$ cat config.mk
export PLATFORM = sky130hd
export DESIGN_NAME = fetch_ctrl_flat
export DESIGN_NICKNAME = d
export VERILOG_FILES = /design/src/rtl/fetch_ctrl_if.sv /design/src/rtl/fetch_ctrl.sv /design/src/flat_wrapper.sv
export SDC_FILE = /design/constraint.sdc
export NUM_CORES = 1
export LEC_CHECK = 0
export CAP_MARGIN = 20
export CORE_UTILIZATION = 55
export CTS_CLUSTER_DIAMETER = 150
export DETAILED_ROUTE_END_ITERATION = 12
export DONT_BUFFER_PORTS = 1
export GPL_TIMING_DRIVEN = 0
export PLACE_DENSITY = 0.7
export SYNTH_ARGS = -nofsm -noshare
export SYNTH_HDL_FRONTEND = slang
export SYNTH_SLANG_ARGS = --single-unit
$ cat constraint.sdc
create_clock -name clk -period 2.25 [get_ports clk]
set_input_delay 0.5625 -clock clk [delete_from_list [all_inputs] [get_ports clk]]
set_output_delay 0.5625 -clock clk [all_outputs]
set_load 0.1 [all_outputs]
$ cat src/rtl/fetch_ctrl_if.sv
// Bundle between the fetch sequencer, the instruction memory, decode and the
// start/halt control. The master modport is the fetch controller's view.
interface fetch_ctrl_if #(
  parameter int PC_W   = 8,
  parameter int INST_W = 9,
  parameter int CNT_W  = 16
);
  logic              start;
  logic [PC_W-1:0]   start_pc;
  logic [PC_W-1:0]   imem_pc;
  logic [INST_W-1:0] imem_inst;
  logic [INST_W-1:0] inst_out;
  logic [PC_W-1:0]   inst_pc;
  logic              inst_valid;
  logic              stall;
  logic              branch_taken;
  logic [PC_W-1:0]   branch_target;
  logic              halt;
  logic              running;
  logic              done;
  logic [CNT_W-1:0]  retire_count;

  modport master (
    input  start, start_pc, imem_inst, stall, branch_taken, branch_target, halt,
    output imem_pc, inst_out, inst_pc, inst_valid, running, done, retire_count
  );

  modport slave (
    output start, start_pc, imem_inst, stall, branch_taken, branch_target, halt,
    input  imem_pc, inst_out, inst_pc, inst_valid, running, done, retire_count
  );
endinterface

$ cat src/rtl/fetch_ctrl.sv
// Fetch sequencer for a synchronous-read instruction memory: streams
// instructions to decode with stall hold, branch squash and halt/restart.
module fetch_ctrl #(
  parameter int PC_W   = 8,
  parameter int INST_W = 9,
  parameter int CNT_W  = 16
) (
  input  logic          clk,
  input  logic          reset,
  fetch_ctrl_if.master  bus
);

  typedef enum logic [1:0] {
    IDLE   = 2'd0,
    FILL   = 2'd1,
    RUN    = 2'd2,
    HALTED = 2'd3
  } state_t;

  state_t            state_q;
  logic [PC_W-1:0]   pc_q;
  logic [PC_W-1:0]   fetch_pc_q;
  logic [INST_W-1:0] hold_inst_q;
  logic [PC_W-1:0]   hold_pc_q;
  logic              hold_q;
  logic              valid_q;
  logic              running_q;
  logic              done_q;
  logic [CNT_W-1:0]  retire_q;

  // In RUN, valid_q low means the squash bubble that follows a taken branch.
  always_ff @(posedge clk) begin
    if (reset) begin
      state_q     <= IDLE;
      pc_q        <= '0;
      fetch_pc_q  <= '0;
      hold_inst_q <= '0;
      hold_pc_q   <= '0;
      hold_q      <= 1'b0;
      valid_q     <= 1'b0;
      running_q   <= 1'b0;
      done_q      <= 1'b0;
      retire_q    <= '0;
    end else begin
      case (state_q)
        IDLE, HALTED: begin
          if (bus.start) begin
            state_q   <= FILL;
            pc_q      <= bus.start_pc;
            retire_q  <= '0;
            hold_q    <= 1'b0;
            running_q <= 1'b1;
            done_q    <= 1'b0;
          end
        end

        FILL: begin
          state_q    <= RUN;
          pc_q       <= pc_q + 1'b1;
          fetch_pc_q <= pc_q;
          valid_q    <= 1'b1;
        end

        RUN: begin
          fetch_pc_q <= pc_q;
          if (!valid_q) begin
            pc_q    <= pc_q + 1'b1;
            valid_q <= 1'b1;
          end else if (bus.stall) begin
            // Capture only on the first stalled cycle; later memory reads
            // re-fetch the held-back address and are discarded.
            if (!hold_q) begin
              hold_q      <= 1'b1;
              hold_inst_q <= bus.imem_inst;
              hold_pc_q   <= fetch_pc_q;
            end
          end else begin
            hold_q <= 1'b0;
            if (retire_q != {CNT_W{1'b1}}) begin
              retire_q <= retire_q + 1'b1;
            end
            if (bus.halt) begin
              state_q   <= HALTED;
              valid_q   <= 1'b0;
              running_q <= 1'b0;
              done_q    <= 1'b1;
            end else if (bus.branch_taken) begin
              pc_q    <= bus.branch_target;
              valid_q <= 1'b0;
            end else begin
              pc_q <= pc_q + 1'b1;
            end
          end
        end

        default: begin
          state_q <= IDLE;
        end
      endcase
    end
  end

  assign bus.imem_pc      = pc_q;
  assign bus.inst_out     = hold_q ? hold_inst_q : bus.imem_inst;
  assign bus.inst_pc      = hold_q ? hold_pc_q : fetch_pc_q;
  assign bus.inst_valid   = valid_q;
  assign bus.running      = running_q;
  assign bus.done         = done_q;
  assign bus.retire_count = retire_q;

endmodule

$ cat src/flat_wrapper.sv
// flat-port wrapper written by rule: the top's interface ports become plain ports
module fetch_ctrl_flat 
#(
  parameter int PC_W   = 8,
  parameter int INST_W = 9,
  parameter int CNT_W  = 16
)
  (clk, reset, bus_start, bus_start_pc, bus_imem_inst, bus_stall, bus_branch_taken, bus_branch_target, bus_halt, bus_imem_pc, bus_inst_out, bus_inst_pc, bus_inst_valid, bus_running, bus_done, bus_retire_count);
  fetch_ctrl_if #(.PC_W(PC_W), .INST_W(INST_W), .CNT_W(CNT_W)) bus_i ();
  input  logic clk;
  input  logic reset;
  input wire logic [$bits(bus_i.start)-1:0] bus_start;
  input wire logic [$bits(bus_i.start_pc)-1:0] bus_start_pc;
  input wire logic [$bits(bus_i.imem_inst)-1:0] bus_imem_inst;
  input wire logic [$bits(bus_i.stall)-1:0] bus_stall;
  input wire logic [$bits(bus_i.branch_taken)-1:0] bus_branch_taken;
  input wire logic [$bits(bus_i.branch_target)-1:0] bus_branch_target;
  input wire logic [$bits(bus_i.halt)-1:0] bus_halt;
  output wire logic [$bits(bus_i.imem_pc)-1:0] bus_imem_pc;
  output wire logic [$bits(bus_i.inst_out)-1:0] bus_inst_out;
  output wire logic [$bits(bus_i.inst_pc)-1:0] bus_inst_pc;
  output wire logic [$bits(bus_i.inst_valid)-1:0] bus_inst_valid;
  output wire logic [$bits(bus_i.running)-1:0] bus_running;
  output wire logic [$bits(bus_i.done)-1:0] bus_done;
  output wire logic [$bits(bus_i.retire_count)-1:0] bus_retire_count;
  assign bus_i.start = bus_start;
  assign bus_i.start_pc = bus_start_pc;
  assign bus_i.imem_inst = bus_imem_inst;
  assign bus_i.stall = bus_stall;
  assign bus_i.branch_taken = bus_branch_taken;
  assign bus_i.branch_target = bus_branch_target;
  assign bus_i.halt = bus_halt;
  assign bus_imem_pc = bus_i.imem_pc;
  assign bus_inst_out = bus_i.inst_out;
  assign bus_inst_pc = bus_i.inst_pc;
  assign bus_inst_valid = bus_i.inst_valid;
  assign bus_running = bus_i.running;
  assign bus_done = bus_i.done;
  assign bus_retire_count = bus_i.retire_count;
  fetch_ctrl #(.PC_W(PC_W), .INST_W(INST_W), .CNT_W(CNT_W)) u_core (.clk(clk), .reset(reset), .bus(bus_i));
endmodule
* Yosys cells after proc, flatten, opt, wreduce, memory -nomap -nowiden
Cells that the tools add are included.
** Operators by class
- Eq/ne operators :: 11
- Reductions and logical operators :: 11
- $add $sub $neg :: 2
- Mux-type cells :: 36
** Operators with widths (number)
- 2-to-1 mux 16 bit :: 4
- 2-to-1 mux 8 bit :: 6
- one-hot mux 16 bit (2 select lines) :: 1
- one-hot mux 8 bit (3 select lines) :: 1
- adder 16 x 1 -> 16 bit (second input constant) :: 1
- inequality test 16 bit (second input constant) :: 1
- 2-to-1 mux 1 bit :: 14
- AND reduction 5 bit :: 2
- 2-to-1 mux 9 bit :: 1
- AND reduction 3 bit :: 3
- adder 8 x 1 -> 8 bit (second input constant) :: 1
- 2-to-1 mux 2 bit :: 4
- one-hot mux 1 bit (2 select lines) :: 4
- inequality test 2 bit (second input constant) :: 3
- inequality test 3 bit (second input constant) :: 2
- one-hot mux 2 bit (3 select lines) :: 1
- equality test 2 bit (second input constant) :: 2
- inequality test 2 x 1 -> 1 bit (second input constant) :: 2
- AND reduction 4 bit :: 1
- nonzero test 2 bit :: 2
- OR reduction 2 bit :: 2
- equality test 2 x 1 -> 1 bit (second input constant) :: 1
- zero test 2 bit :: 1
** Word-level totals
- Bits in registers :: 55

* Longest topological paths before layout
- Depth after elaboration :: 6
- Mapped depth :: 8
- Depth with buffers taken out :: 6

* Worst setup path after synthesis
OpenSTA, ideal clock, no wires.
- Kind :: register to register
- Start point :: register u_core.retire_q[7] (netlist: u_core.bus.retire_count[7])
- End point :: register u_core.retire_q[12] (netlist: u_core.bus.retire_count[12])
- Path buffers :: 0
- Library setup time :: 70 ps
- Stages on the path, launching flop included :: 5
- Slack :: -154 ps
- Period minus slack after synthesis :: 2404 ps
- Arrival :: 2334 ps
- Cells stage by stage :: dfxtp_1 nand4_2 or3_4 or4_1 a21oi_1
** Between the ends
- Cells in the longest elaborated chain, start to end :: 5
- Elaborated cells on any way between the ends :: 8
- Classes of those cells :: add/sub (1); eq/ne (2); mux (4); reduce/logical (1)
** Ends and longest elaborated chain
- start: declaration :: RTL line fetch_ctrl.sv:29 : logic [CNT_W-1:0] retire_q;
- start signal: assignment :: RTL line fetch_ctrl.sv:80 : retire_q <= retire_q + 1'b1;
- adder 16 x 1 -> 16 bit :: RTL line fetch_ctrl.sv:80
- 2-to-1 mux 16 bit :: RTL line fetch_ctrl.sv:79 : if (retire_q != {CNT_W{1'b1}}) begin
- 2-to-1 mux 16 bit :: RTL line fetch_ctrl.sv:69 : end else if (bus.stall) begin
- 2-to-1 mux 16 bit :: RTL line fetch_ctrl.sv:66 : if (!valid_q) begin
- one-hot mux 16 bit (2 select lines) :: RTL line fetch_ctrl.sv:45 : case (state_q)
Several ways; a longest one is shown, not always the timed one. The select of a mux whose other input is x is not followed.
A chain may end at the register's enable or synchronous reset.

* Worst setup path in the final report
- Start point :: register u_core.hold_q
- End point :: output bus_inst_out[7]
** Between the ends
- Cells in the longest elaborated chain, start to end :: 1
** Ends and longest elaborated chain
- start: declaration :: RTL line fetch_ctrl.sv:25 : logic hold_q;
- start signal: assignment :: RTL line fetch_ctrl.sv:39 : hold_q <= 1'b0;
- start signal: assignment :: RTL line fetch_ctrl.sv:51 : hold_q <= 1'b0;
- start signal: assignment :: RTL line fetch_ctrl.sv:73 : hold_q <= 1'b1;
- 2-to-1 mux 9 bit
- end: declaration :: RTL line flat_wrapper.sv:20 : output wire logic [$bits(bus_i.inst_out)-1:0] bus_inst_out;
No other way between the ends.

==> impl_results.html <==
<table>
<tr><th>Metric</th><th>Value</th></tr>
<tr><th colspan="2">Clock tree</th></tr>
<tr><td>Inserted Clock Buffers</td><td>5</td></tr>
<tr><td>CTS tree</td><td>yes</td></tr>
<tr><td>CTS H-tree depth</td><td>2</td></tr>
<tr><td>Clock Latency Late Sink</td><td>0.31 ns</td></tr>
<tr><td>Buffer levels on the longest clock path</td><td>2</td></tr>
<tr><td>Clock slew seen by the registers of the worst setup and hold paths</td><td>0.10 ns</td></tr>
<tr><td>Clock Sink Count</td><td>55</td></tr>
<tr><td>Count of hold-fix buffers inserted at cts</td><td>0</td></tr>
<tr><td>Cell at the root of the clock tree</td><td>clkbuf_8</td></tr>
<tr><th colspan="2">Synth</th></tr>
<tr><td>Warnings, synthesis</td><td>0</td></tr>
<tr><td>Net count after synthesis</td><td>377</td></tr>
<tr><td>Flip-flop and latch count after synthesis</td><td>55</td></tr>
<tr><td>Number of distinct library cell variants in the gate-level netlist after synthesis</td><td>53</td></tr>
<tr><td>Number of synthesized flops with an enable pin</td><td>0</td></tr>
<tr><td>Synth async-reset ratio</td><td>0</td></tr>
<tr><td>Proportion of synthesized chip area in sequential cells</td><td>0.371</td></tr>
<tr><td>Average instance area after synthesis</td><td>8.71 um^2</td></tr>
<tr><td>Synthesized netlist cell count</td><td>341</td></tr>
<tr><td>Combined area of all synthesized cells</td><td>0.00297 mm^2</td></tr>
<tr><td>Top_reg_cell synth</td><td>dfxtp_1</td></tr>
<tr><th colspan="2">Setup path</th></tr>
<tr><td>CP peak stage delay</td><td>0.46 ns</td></tr>
<tr><td>Slowest stage cell, crit path</td><td>mux2_4</td></tr>
<tr><td>Arrival time at the worst endpoint</td><td>1.60 ns</td></tr>
<tr><td>List of cells traversed by the critical path</td><td>buf_2 -&gt; buf_4 -&gt; mux2_4</td></tr>
<tr><td>FF-to-FF path depth</td><td>4</td></tr>
<tr><td>Total stage count of the critical path</td><td>3</td></tr>
<tr><td>Startpoint kind of the worst setup timing path</td><td>register</td></tr>
<tr><td>CP delay by family, top</td><td>buffers and inverters</td></tr>
<tr><td>Worst endpoint required time</td><td>1.69 ns</td></tr>
<tr><td>Sum of buffers and inverters on the critical path</td><td>2</td></tr>
<tr><td>Largest fanout of any net on the critical path</td><td>10</td></tr>
<tr><td>Sort of element at the end of the critical path</td><td>output pin</td></tr>
<tr><td>Crit Path Category</td><td>reg -&gt; out</td></tr>
<tr><th colspan="2">Place</th></tr>
<tr><td>GPL Wtd Cong</td><td>0.899</td></tr>
<tr><td>Placed wire-length estimate after detailed placement</td><td>4970 um</td></tr>
<tr><td>Placed cell count</td><td>412</td></tr>
<tr><td>Setup slack after placement</td><td>-0.272 ns</td></tr>
<tr><td>Port Buf Inserts</td><td>0</td></tr>
<tr><th colspan="2">Flow run</th></tr>
<tr><td>Max-cap violation count</td><td>0</td></tr>
<tr><th colspan="2">Global routing</th></tr>
<tr><td>Antenna violations before repair</td><td>0</td></tr>
<tr><td>Maximum number of pins on one net before global-route repair</td><td>18</td></tr>
<tr><td>First-pass GRT wire length</td><td>10400 um</td></tr>
<tr><td>All-Layer GR Usage</td><td>0.241</td></tr>
<tr><td>Grt total ovfl</td><td>0</td></tr>
<tr><td>Via count of the first global-routing pass</td><td>2152</td></tr>
<tr><th colspan="2">Timing</th></tr>
<tr><td>Minimum clock period</td><td>2.16 ns</td></tr>
<tr><td>Setup TNS after final layout</td><td>0 ns</td></tr>
<tr><td>Share of the cycle needed by the critical path after routing</td><td>0.962</td></tr>
<tr><td>FMAX</td><td>462 MHz</td></tr>
<tr><td>Final critical-path setup slack</td><td>0.0860 ns</td></tr>
<tr><td>Number of max-slew violations in the final report</td><td>0</td></tr>
<tr><td>Unrepaired setup endpoints after global routing</td><td>false</td></tr>
<tr><td>Tightest Pin Transition</td><td>1.12 ns</td></tr>
<tr><td>Worst rel slew slack</td><td>0.250</td></tr>
<tr><td>Total setup violations reported at the end of the flow</td><td>0</td></tr>
<tr><td>Final hold violation count</td><td>0</td></tr>
<tr><td>Skew final</td><td>0.00531 ns</td></tr>
<tr><th colspan="2">Die</th></tr>
<tr><td>I/O pin total</td><td>75</td></tr>
<tr><td>Die footprint</td><td>0.00570 mm^2</td></tr>
<tr><td># rows</td><td>26</td></tr>
<tr><td>Core Area</td><td>0.00514 mm^2</td></tr>
<tr><td>Floorplan die width</td><td>75.5 um</td></tr>
<tr><td>Die Y</td><td>75.5 um</td></tr>
<tr><td>Effective utilization at floorplan</td><td>0.578</td></tr>
<tr><th colspan="2">Route</th></tr>
<tr><td>Count of unresolved DRC violations after routing</td><td>0</td></tr>
<tr><td>Wire length after detailed routing</td><td>6820 um</td></tr>
<tr><td>DR WL met2</td><td>3110 um</td></tr>
<tr><td>Mean routed wirelength per cell</td><td>16.2 um</td></tr>
<tr><td>Uppermost metal layer occupied by signal nets</td><td>met4</td></tr>
<tr><td>Met3 WL post-DR</td><td>379 um</td></tr>
<tr><td>Via count normalized by instance count</td><td>6.02</td></tr>
<tr><td>Number of DRC violations after detailed-routing iteration 0</td><td>95</td></tr>
<tr><td>Antenna-violating nets left</td><td>0</td></tr>
<tr><td>Via count</td><td>2527</td></tr>
<tr><td>Detailed-routing wirelength on met1</td><td>3300 um</td></tr>
<tr><td>Drt first pass iters</td><td>5</td></tr>
<tr><th colspan="2">Power</th></tr>
<tr><td>Power after layout</td><td>4080 uW</td></tr>
<tr><td>Lkg Pwr</td><td>0.00117 uW</td></tr>
<tr><td>Worst-case vdd ir drop</td><td>0.768 mV</td></tr>
<tr><td>Pwr Density</td><td>1250 mW/mm^2</td></tr>
<tr><th colspan="2">Finish</th></tr>
<tr><td>Final #Nets</td><td>385</td></tr>
<tr><td>Area growth, synth to finish</td><td>9.89%</td></tr>
<tr><td>Diodes inserted</td><td>0</td></tr>
<tr><td>Most common library cell in the layout ignoring fill and taps</td><td>nor2_1</td></tr>
<tr><td>Fraction of layout cells with a size suffix above 1</td><td>0.194</td></tr>
<tr><td>Final cell count without fillers</td><td>420</td></tr>
<tr><td>Highest-count cells in the layout ignoring fill and taps</td><td>nor2_1 (42), mux2i_1 (38), dfxtp_1 (34), nand2_1 (27), a21oi_1 (18)</td></tr>
<tr><th colspan="2">Min path</th></tr>
<tr><td>Cell depth of the worst hold path</td><td>2</td></tr>
<tr><td>Min-delay worst type</td><td>in -&gt; reg</td></tr>
<tr><th colspan="2">Outcome</th></tr>
<tr><td>Run status</td><td>completed</td></tr>
</table>
final cells by class:
class,count,area (um^2)
tap,70,87.6
buffer,22,96.3
multi-input combinational,254,1790
clock buffer,6,72.6
inverter,10,37.5
timing repair buffer,1,27.5
clock inverter,2,16.3
sequential,55,1140
fill,477,1870
worst paths after layout:
check,start,endpoint,slack [ns]
worst max-delay path,u_core.hold_q,bus_inst_out[7],0.09
worst min-delay path,bus_start,u_core.hold_q,0.40
worst max register to register,u_core.bus.retire_count[8],u_core.bus.retire_count[12],0.12
worst min register to register,u_core.hold_pc_q[3],u_core.hold_pc_q[3],0.50
timing repair:
action                                  CTS  global route
endpoints found under the setup margin   23            13
setup buffers                             0             0
gates resized for setup                  21            12
cloned                                    0             0
pin swaps                                 0             0
routing by layer:
layer  vias up  GRT usage
li1       1249          -
met1      1213      0.328
met2        63      0.377
met3         2     0.0648
met4         0     0.0658
met5         -          0
registers in the layout (all words and copies together) (netlist names):
| register | cells |
|---|---|
| u_core.bus.inst_valid | 1 |
| u_core.hold_inst_q | 9 |
| u_core.hold_q | 1 |
| u_core.state_q | 2 |
| u_core.bus.running | 1 |
| u_core.fetch_pc_q | 8 |
| u_core.bus.imem_pc | 8 |
| u_core.bus.retire_count | 16 |
| u_core.bus.done | 1 |
| u_core.hold_pc_q | 8 |
cell families (layout without fill, tap and decap cells):
group	after synthesis	in the layout	share of synthesized area
buffers and inverters	32	41	0.0429
AOI/OAI and AO/OA	60	60	0.138
DFF	55	55	0.371
adders and majority gates	5	5	0.0211
xor gates and xnor gates	3	3	0.00884
muxes	56	56	0.196
and+or+nand+nor	130	130	0.222
through the flow:
step,utilization,area (um^2),hold WS (ns)
2_1_floorplan,-,2980,0.454
3_3_place_gp,0.598,3070,0.466
3_5_place_dp,0.603,3100,0.480
4_1_cts,0.631,3240,0.387
5_1_grt,0.635,3270,0.391
6_report,0.635,3270,0.398
report_power, final:
part           total, uW  internal, uW  switching, uW
combinational       1680           576           1100
sequential          1840          1120            717
clock                566           225            342
Yosys cell counts, types with 3 or more instances:
master | instances | share of area
a211o_1 | 3 | 0.0088
nor2b_1 | 3 | 0.0063
inv_1 | 10 | 0.013
nand3_1 | 10 | 0.017
nor3_1 | 4 | 0.0067
nor4_1 | 8 | 0.017
o31ai_1 | 3 | 0.0076
mux2_2 | 18 | 0.068
clkbuf_1 | 15 | 0.019
a31oi_1 | 3 | 0.0063
nor2_1 | 42 | 0.053
and3_1 | 4 | 0.0084
ha_1 | 5 | 0.021
a211oi_1 | 4 | 0.010
nand2b_1 | 3 | 0.0063
a21oi_1 | 18 | 0.030
buf_2 | 6 | 0.010
nand2_1 | 27 | 0.034
dfxtp_1 | 55 | 0.37
mux2i_1 | 38 | 0.13
a2111oi_0 | 3 | 0.0088
or3_1 | 8 | 0.017
o211ai_1 | 4 | 0.010
o21ai_0 | 9 | 0.015
or4_1 | 4 | 0.010
Power figures use the tool's default switching activity.
==> edit: new RTL, same flow settings <==
`PC_W` is set to 8 in 3 places; all go to 9.
--- a/src/rtl/fetch_ctrl_if.sv
+++ b/src/rtl/fetch_ctrl_if.sv
@@ -1,7 +1,7 @@
 // Bundle between the fetch sequencer, the instruction memory, decode and the
 // start/halt control. The master modport is the fetch controller's view.
 interface fetch_ctrl_if #(
-  parameter int PC_W   = 8,
+  parameter int PC_W   = 9,
   parameter int INST_W = 9,
   parameter int CNT_W  = 16
 );
--- a/src/rtl/fetch_ctrl.sv
+++ b/src/rtl/fetch_ctrl.sv
@@ -1,7 +1,7 @@
 // Fetch sequencer for a synchronous-read instruction memory: streams
 // instructions to decode with stall hold, branch squash and halt/restart.
 module fetch_ctrl #(
-  parameter int PC_W   = 8,
+  parameter int PC_W   = 9,
   parameter int INST_W = 9,
   parameter int CNT_W  = 16
 ) (
--- a/src/flat_wrapper.sv
+++ b/src/flat_wrapper.sv
@@ -1,7 +1,7 @@
 // flat-port wrapper written by rule: the top's interface ports become plain ports
 module fetch_ctrl_flat 
 #(
-  parameter int PC_W   = 8,
+  parameter int PC_W   = 9,
   parameter int INST_W = 9,
   parameter int CNT_W  = 16
 )
Ports: changed (resized bus_branch_target, bus_imem_pc, bus_inst_pc and bus_start_pc); port bits go from 75 to 79. No check against the original RTL was run, so the function may have changed too.
==> edit against the original RTL <==
Routed wire length rose by 6.8%; synthesized cell count fell by 2.1%; count of clock-buffer cells in the layout rose by 6; cell area rose by 4.3%; worst setup slack improved by 0.0011 ns; synthesized area fell by 0.38%; via count fell by 0.16%; clock power rose by 50%; first-iteration DRC count rose by 29%; combinational power rose by 15%; total power rose by 14%; sequential cell count rose by 3; non-clock buffer count rose by 3.
==> edit: results (changes against the original RTL) <==
| Metric | Value |
|---|---|
| Global-route wire length before repair | `11.0 mm (was 10.4 mm)` |
| FFs w/ async S/R, synth | `0 (unchanged)` |
| CTS root buf | `clkbuf_8 (unchanged)` |
| Insertion delay to the later sink of the worst-skew pair | `0.34 ns (was 0.31 ns)` |
| Status | `complete, no violations (unchanged)` |
| Nets@finish | `390 (was 385)` |
| Vias in the first global route | `2,343 (was 2,152)` |
| Clock buffer depth | `2 (unchanged)` |
| Top cells by area, synth | `dfxtp_1 39%, mux2i_1 9.1%, mux2_2 6.8% (was dfxtp_1 37%, mux2i_1 13%, mux2_2 6.8%)` |
| N_diodes | `0 (unchanged)` |
| M3 GR Usage | `0.0701 (was 0.0648)` |
| DR iter-0 viols | `123 (was 95)` |
| Dpl cells | `404 (was 412)` |
| R2R Setup Slk | `0.09 ns (was 0.12 ns)` |
| Worst hold margin | `0.393 ns (was 0.398 ns)` |
| Met2 usage | `0.421 (was 0.377)` |
| Syn nets | `372 (was 377)` |
| Largest net degree at the start of global routing | `11 (was 18)` |
| Slowest CP cell | `or4_1 (was mux2_4)` |
| Top delay family on crit path | `simple AND/OR/NAND/NOR gates (was buffers and inverters)` |
| Port bufs | `0 (unchanged)` |
| Leak | `1.27 nW (was 1.17 nW)` |
| Sequential fraction of the synthesis area | `0.392 (was 0.371)` |
| Max reg flops | `16 (unchanged)` |
| NetSw | `0.00240 W (was 0.00216 W)` |
| Crit path max fanout | `2 (was 10)` |
| Synth cell count leaders | `58 x dfxtp_1, 46 x nor2_1, 27 x mux2i_1 (was 55 x dfxtp_1, 42 x nor2_1, 38 x mux2i_1)` |
| Hpwl dp | `4.98 mm (was 4.97 mm)` |
| H-tree depth | `3 (was 2)` |
| Worst Path Arrival | `2.44 ns (was 1.60 ns)` |
| CTS Buf Count | `9 (was 5)` |
| Syn Area/Cell | `8.86 sq um (was 8.71 sq um)` |
| Drt wl/cell | `17.1 microns (was 16.2 microns)` |
| Distinct cells, synth | `52 (was 53)` |
| VDD IR max | `835 uV (was 768 uV)` |
| Clk slew on worst S/H paths | `0.07 ns (was 0.10 ns)` |
| Hold path cells | `2 (unchanged)` |
| WL final | `7.28 mm (was 6.82 mm)` |
| Clock Skew | `0.00952 ns (was 0.00531 ns)` |
| Synth warn | `0 (unchanged)` |
| Fill cells | `473 (was 477)` |
| R2r worst-path depth | `9 (was 4)` |
| GRT met1 Usage | `0.328 (about the same)` |
| Layout cells sized above 1 | `0.244 (was 0.194)` |
| Worst min path class | `primary input to flop (unchanged)` |
| Slew of the pin with the lowest slew margin | `1.14 ns (was 1.12 ns)` |
| DRC violations left | `0 (unchanged)` |
| Initial antenna violation count | `0 (unchanged)` |
| Tot GR Track Use | `0.261 (was 0.241)` |
| Slowest Stage Delay on Critical Path | `0.52 ns (was 0.46 ns)` |
| Routed vias | `2,523 (was 2,527)` |
| Placer congestion estimate | `0.836 (was 0.899)` |
| First-pass detailed-route iteration total | `4 (was 5)` |
==> edit: cell type report <==
cell class              count  area [sq um]  area share
clock inverters             3          15.0     0.00441
multi-input cells         245          1700       0.498
flip-flops and latches     58          1230       0.361
inverters                  12          45.0      0.0132
plain buffers              19          91.3      0.0268
well taps                  70          87.6      0.0257
repair buffers              7          86.3      0.0254
clock buffers              12           155      0.0456
==> edit: power by group through the flow <==
stage          Sequential (W)  Clock [W]  Combinational, W
2_1_floorplan         0.00190          0           0.00147
3_3_place_gp          0.00196          0           0.00169
3_5_place_dp          0.00197          0           0.00171
4_1_cts               0.00194   0.000855           0.00180
5_1_grt               0.00191   0.000908           0.00207
6_report              0.00188   0.000849           0.00193
==> edit: logic make-up (layout without fill, tap and decap cells) <==
group / after synthesis / in the layout / synth area share
fa+ha+maj: 5 / 5 / 0.0211
flops: 58 / 58 / 0.392
compound gates: 67 / 67 / 0.148
xor+xnor: 9 / 9 / 0.0266
simple gates: 118 / 118 / 0.204
mux: 46 / 46 / 0.164
buf+inv: 31 / 53 / 0.0444
==> edit: per-layer routing <==
metal / routed length, microns / share of wire / vias to the layer above
li1: - / - / 1234
met1: 3140 / 0.43 / 1170
met2: 3400 / 0.47 / 111
met3: 647 / 0.089 / 8
met4: 89 / 0.012 / 0
met5: 0 / 0 / -
==> edit: final timing paths <==
check | from | endpoint
hold reg to reg | u_core.hold_pc_q[5]$_SDFFE_PP0P_ | u_core.hold_pc_q[5]$_SDFFE_PP0P_
setup reg to reg | u_core.state_q[0]$_SDFFE_PP0P_ | u_core.bus.retire_count[7]$_SDFFE_PP0P_
setup / recovery | u_core.state_q[0]$_SDFFE_PP0P_ | u_core.bus.retire_count[7]$_SDFFE_PP0P_
hold / removal | bus_start | u_core.hold_q$_SDFFE_PP0P_
==> edit: metrics by stage <==
step	setup WS, ns	power, W	area, sq um	utilization
2_1_floorplan	0.0226	0.00337	2970	-
3_3_place_gp	-0.234	0.00365	3060	0.596
3_5_place_dp	-0.240	0.00368	3060	0.596
4_1_cts	0.00557	0.00460	3340	0.650
5_1_grt	0.00785	0.00488	3400	0.662
6_report	0.0872	0.00466	3400	0.662
==> edit: timing repair <==
item | CTS | global route
buffers inserted | 4 | 0
pin swaps | 4 | 3
gates cloned | 1 | 0
endpoints found under the setup margin | 30 | 15
gates resized for setup | 23 | 13
==> edit: worst register-to-register path, cell delays in order, from the launching register on <==
cell and delay [ns]:
dfxtp_2 0.33, inv_2 0.04, ha_4 0.20, buf_6 0.12, mux2i_4 0.19, a2111oi_4 0.23, o211ai_1 0.18, buf_4 0.21
or4_1 0.52, nand2_1 0.07
